**src/rtl/seg_pkg.sv**
```systemverilog
// Shared types and constants for the seven-segment scan driver.
// Segment patterns are active-high here; polarity is applied at the pins.
package seg_pkg;

  localparam logic [6:0] SEG_OFF = 7'h00;

  // Index = nibble value; bit 0 = segment a ... bit 6 = segment g.
  localparam logic [6:0] HEX_SEG [16] = '{
    7'h3F, 7'h06, 7'h5B, 7'h4F, 7'h66, 7'h6D, 7'h7D, 7'h07,
    7'h7F, 7'h6F, 7'h77, 7'h7C, 7'h39, 7'h5E, 7'h79, 7'h71
  };

  typedef enum logic {BLANK, SHOW} slot_state_t;

endpackage

```
**src/rtl/seg_slot_timer.sv**
```systemverilog
// Slot/digit sequencer: tick within slot, digit index, BLANK/SHOW phase.
// Latency: state is registered alongside tick; frame_done follows boundary by 1 cycle.
// Backpressure: none, free-running once out of reset.
module seg_slot_timer
  import seg_pkg::*;
#(
  parameter int NUM_DIGITS      = 4,
  parameter int TICKS_PER_DIGIT = 48000,
  parameter int BLANK_TICKS     = 1200,
  parameter int TW = (TICKS_PER_DIGIT > 1) ? $clog2(TICKS_PER_DIGIT) : 1,
  parameter int IW = (NUM_DIGITS > 1) ? $clog2(NUM_DIGITS) : 1
) (
  input  logic          clk,
  input  logic          reset,
  output logic [TW-1:0] tick,
  output logic [IW-1:0] idx,
  output slot_state_t   state,
  output logic          boundary,
  output logic          frame_done
);

  localparam logic [TW-1:0] TICK_MAX  = TW'(TICKS_PER_DIGIT - 1);
  localparam logic [IW-1:0] IDX_MAX   = IW'(NUM_DIGITS - 1);
  localparam logic [TW-1:0] BLANK_END = TW'(BLANK_TICKS);

  logic [TW-1:0] tick_d;
  logic [IW-1:0] idx_d;
  slot_state_t   state_d;

  always_comb begin
    tick_d   = tick + TW'(1);
    idx_d    = idx;
    boundary = (tick == TICK_MAX) && (idx == IDX_MAX);
    if (tick == TICK_MAX) begin
      tick_d = '0;
      idx_d  = (idx == IDX_MAX) ? '0 : idx + IW'(1);
    end
    // Phase is decided from the tick value the counter is about to hold.
    state_d = (tick_d < BLANK_END) ? BLANK : SHOW;
  end

  always_ff @(posedge clk) begin
    if (reset) begin
      tick       <= '0;
      idx        <= '0;
      state      <= BLANK;
      frame_done <= 1'b0;
    end else begin
      tick       <= tick_d;
      idx        <= idx_d;
      state      <= state_d;
      frame_done <= boundary;
    end
  end

endmodule

```
**src/rtl/seg_scan_driver.sv**
```systemverilog
// Time-multiplexed hex seven-segment driver with blanking and frame-synchronous double buffering.
// Latency: pins lag the slot FSM by 1 cycle; a load shows from the next frame (1 cycle on boundary bypass).
// Backpressure: none; load is a fire-and-forget strobe, the last load in a frame wins.
module seg_scan_driver
  import seg_pkg::*;
#(
  parameter int NUM_DIGITS      = 4,
  parameter int TICKS_PER_DIGIT = 48000,
  parameter int BLANK_TICKS     = 1200,
  parameter bit SEG_ACTIVE_LOW  = 1'b1,
  parameter bit SEL_ACTIVE_LOW  = 1'b1
) (
  input  logic                    clk,
  input  logic                    reset,
  input  logic [4*NUM_DIGITS-1:0] digits_in,
  input  logic [NUM_DIGITS-1:0]   digit_en_in,
  input  logic                    load,
  output logic [6:0]              seg,
  output logic [NUM_DIGITS-1:0]   sel,
  output logic                    frame_done
);

  localparam int TW = (TICKS_PER_DIGIT > 1) ? $clog2(TICKS_PER_DIGIT) : 1;
  localparam int IW = (NUM_DIGITS > 1) ? $clog2(NUM_DIGITS) : 1;

  logic [TW-1:0] tick;
  logic [IW-1:0] idx;
  slot_state_t   state;
  logic          boundary;

  logic [NUM_DIGITS-1:0][3:0] shadow_dig, active_dig;
  logic [NUM_DIGITS-1:0]      shadow_en, active_en;
  logic [6:0]                 seg_d, seg_q;
  logic [NUM_DIGITS-1:0]      sel_d, sel_q;

  seg_slot_timer #(
    .NUM_DIGITS     (NUM_DIGITS),
    .TICKS_PER_DIGIT(TICKS_PER_DIGIT),
    .BLANK_TICKS    (BLANK_TICKS),
    .TW             (TW),
    .IW             (IW)
  ) u_timer (
    .clk       (clk),
    .reset     (reset),
    .tick      (tick),
    .idx       (idx),
    .state     (state),
    .boundary  (boundary),
    .frame_done(frame_done)
  );

  // Active only changes on the boundary, which is always followed by a BLANK slot start.
  always_ff @(posedge clk) begin
    if (reset) begin
      shadow_dig <= '0;
      shadow_en  <= '0;
      active_dig <= '0;
      active_en  <= '0;
    end else begin
      if (load) begin
        shadow_dig <= digits_in;
        shadow_en  <= digit_en_in;
      end
      if (boundary) begin
        active_dig <= load ? digits_in   : shadow_dig;
        active_en  <= load ? digit_en_in : shadow_en;
      end
    end
  end

  always_comb begin
    seg_d = SEG_OFF;
    sel_d = '0;
    if (state == SHOW && active_en[idx]) begin
      sel_d[idx] = 1'b1;
      seg_d      = HEX_SEG[active_dig[idx]];
    end
  end

  always_ff @(posedge clk) begin
    if (reset) begin
      seg_q <= SEG_OFF;
      sel_q <= '0;
    end else begin
      seg_q <= seg_d;
      sel_q <= sel_d;
    end
  end

  assign seg = SEG_ACTIVE_LOW ? ~seg_q : seg_q;
  assign sel = SEL_ACTIVE_LOW ? ~sel_q : sel_q;

endmodule

```
**config.mk**
```make
export PLATFORM = sky130hd
export DESIGN_NAME = seg_scan_driver
export DESIGN_NICKNAME = d
export VERILOG_FILES = /design/src/rtl/seg_pkg.sv /design/src/rtl/seg_slot_timer.sv /design/src/rtl/seg_scan_driver.sv
export SDC_FILE = /design/constraint.sdc
export NUM_CORES = 1
export LEC_CHECK = 0
export CAP_MARGIN = 10
export CORE_MARGIN = 1
export CORE_UTILIZATION = 31
export DETAILED_ROUTE_END_ITERATION = 16
export GPL_TIMING_DRIVEN = 0
export PLACE_DENSITY = 0.59
export SYNTH_ARGS = -nofsm -noshare
export SYNTH_HDL_FRONTEND = slang
export SYNTH_SLANG_ARGS = --single-unit
```
**constraint.sdc**
```tcl
create_clock -name clk -period 5.6 [get_ports clk]
set_input_delay 1.68 -clock clk [delete_from_list [all_inputs] [get_ports clk]]
set_output_delay 1.68 -clock clk [all_outputs]
set_load 0.1 [all_outputs]
```
==> impl_metrics.yaml <==
status:
  outcome: "finished, final reports clean"
cts:
  clkSinkCount: 71
  cts_root_buf: "clkbuf_8"
  cts-htree-levels: 3
  clockBufferDepth: 2
  post_cts_buffers: 0
  worstSkewPairLatency_ns: 0.36
  cts_buffers: 9
  hold_buffers: 0
  cts_tree: "built"
  clkTransAtPathRegs_ns: 0.09
  cts_resized: 0
timing:
  min_period_over_period_pct: 62.6
  hold_viol_final: 0
  setup_viol_count_final: 0
  tns_ns: 0
  max_freq_mhz: 285
  rsz0062_at_grt: "no"
  fin_skew_ns: 0.0193
  worst_pin_slew_ns: 0.967
  maxSlewHeadroom_pct: 35.3
  final-max-slew-violation-count: 0
  period_minus_slack_ns: 3.50
final_layout:
  n_antenna_cell: 0
  area_growth_pct: 22.3
  finalNonFillerCells: 511
  drive_gt1_share_pct: 8.73
  nets: 409
placement:
  hpwl_mm: 4.45
  dp.cells: 495
  io_buffers: 32
  finalWeightedCongestion: 0.847
yosys:
  synth_cells: 330
  synth-async-reset-ratio_pct: 0
  ys_seq_elements: 71
  synth_area_leaders: "dfxtp_1 46%, mux2i_1 7.4%, nor2_1 5.6%"
  synth_fp_nets: 366
  synth_common_cells: "71 x dfxtp_1, 47 x nor2_1, 23 x mux2i_1, 19 x inv_1, 16 x nand2_1"
  yosysMostFrequentCell: "dfxtp_1"
  yosys.area.top_type: "dfxtp_1"
  synth-edff-count: 0
  syn_avg_cell_area_sq_um: 9.46
  ys_seq_area_share_pct: 45.5
  yosysTopAreaCellShare_pct: 45.5
  ys.flop_type: "dfxtp_1"
  synth_cell_type_count: 43
  synthesis.area_sq_um: 3120
  yosys_warnings: 0
routing:
  via_per_inst: 4.68
  ant_nets: 0
  firstDrtPassIters: 4
  drtIter0Drc: 109
  routed_wl_mm: 6.19
  drcViolationCount: 0
  vias: 2392
  routedWlPerCell_um: 12.1
floorplanning:
  row_count: 36
  core_area_sq_um: 9770
  start_util_pct: 32.0
  pin_count: 35
  dieArea_sq_um: 10500
  dieWidth_um: 102
  die_y_um: 102
global_routing:
  grt_max_degree: 16
  grt_pass1_wl_mm: 10.5
  gr-total-overflow: 0
  grt_usage_pct: 13.1
  grt_pass1_vias: 2238
  antenna_found_initial: 0
setup_path:
  critPathKind: "register to output port"
  path_delay_family: "buffers and inverters"
  arrival_ns: 1.82
  crit_path_max_incr_delay_ns: 1.12
  worst-path-buf-inv: 2
  crit_chain: "inv_1 > clkdlybuf4s50_1"
  slowest_stage: "clkdlybuf4s50_1"
  crit_required_ns: 3.92
  path_max_fanout: 1
  startpoint_type: "register"
  cp-end-kind: "output port"
min_path:
  hold_class: "register to register"
power_and_ir_drop:
  peakVddDrop_uv: 97.2
  power.density_nw_per_um2: 262
  p_leak_nw: 1.48
job:
  cap_violations: 0
## layout make-up
cell class | instances | area (sq um)
Buffer | 19 | 77.6
Clock buffer | 9 | 124
Clock inverter | 7 | 85.1
Fill cell | 1006 | 5960
Inverter | 19 | 71.3
Multi-Input combinational cell | 221 | 1550
Sequential cell | 71 | 1420
Tap cell | 133 | 166
Timing Repair Buffer | 32 | 320
## layout by cell type, fill, tap and decap left out, types with 6 or more instances in the layout
cell	Yosys	routed
a21oi_1	10	10
clkbuf_1	14	14
clkbuf_8	0	9
clkdlybuf4s50_1	0	32
dfxtp_1	71	71
ha_1	13	13
inv_1	19	19
mux2i_1	23	23
nand2_1	16	16
nand3_1	12	12
nor2_1	47	47
nor2b_1	6	6
nor3_1	7	7
o21ai_0	8	8
o22a_1	15	15
xnor2_1	6	6
## through the flow
step	power, W	cell area, sq um	util (%)	setup slack [ns]	hold WS, ns
after floorplan	0.000558	3120	-	2.90	0.453
final	0.00100	3820	39.1	2.10	0.484
after CTS	0.00101	3820	39.1	2.07	0.490
after global placement	0.000580	3610	36.9	2.47	0.461
after detailed placement	0.000580	3610	36.9	2.44	0.470
after global routing	0.00104	3820	39.1	2.02	0.505
## kinds of logic (layout without fill, tap and decap cells)
group | count (synthesis) | count (layout) | share of synthesized area (%)
adders and majority gates | 13 | 13 | 5.21
AOI/OAI and AO/OA | 53 | 53 | 12.4
DFF | 71 | 71 | 45.5
and+or+nand+nor | 115 | 115 | 18.1
buffers and inverters | 38 | 86 | 4.77
muxes | 29 | 29 | 11.0
xor gates and xnor gates | 11 | 11 | 3.08
## sequential cells by signal, summed over array words and instances, names as in the netlist
signal	flops
active_dig	16
active_en	4
seg_q	7
sel_q	4
shadow_dig	16
shadow_en	4
u_timer.frame_done	1
u_timer.idx	2
u_timer.state	1
u_timer.tick	16
## report_power, final
part / internal, W / total, W / switching (W)
Sequential: 0.000515 / 0.000518 / 0.00000382
Combinational: 0.0000258 / 0.0000493 / 0.0000236
Clock: 0.000215 / 0.000433 / 0.000218
Total: 0.000755 / 0.00100 / 0.000245
## final timing paths
check,cells past startpoint,slack [ns],endpoint,start
worst max-delay path,2,2.10,seg[1],seg_q[1]$_SDFF_PP0_
worst min register to register,1,0.48,active_en[0]$_SDFFE_PP0P_,active_en[0]$_SDFFE_PP0P_
worst max register to register,7,3.18,active_dig[4]$_SDFFE_PP0P_,u_timer.tick[15]$_SDFF_PP0_
worst min-delay path,1,0.48,active_en[0]$_SDFFE_PP0P_,active_en[0]$_SDFFE_PP0P_
## layer usage
layer  GRT usage (%)  vias up  routed length, um
met2            20.2       56               2790
met4            7.80        0                170
li1                -     1232                  -
met3            2.67       16                264
met1            16.9     1088               2960
met5               0        -                  0
(Power assumes the default switching activity.)
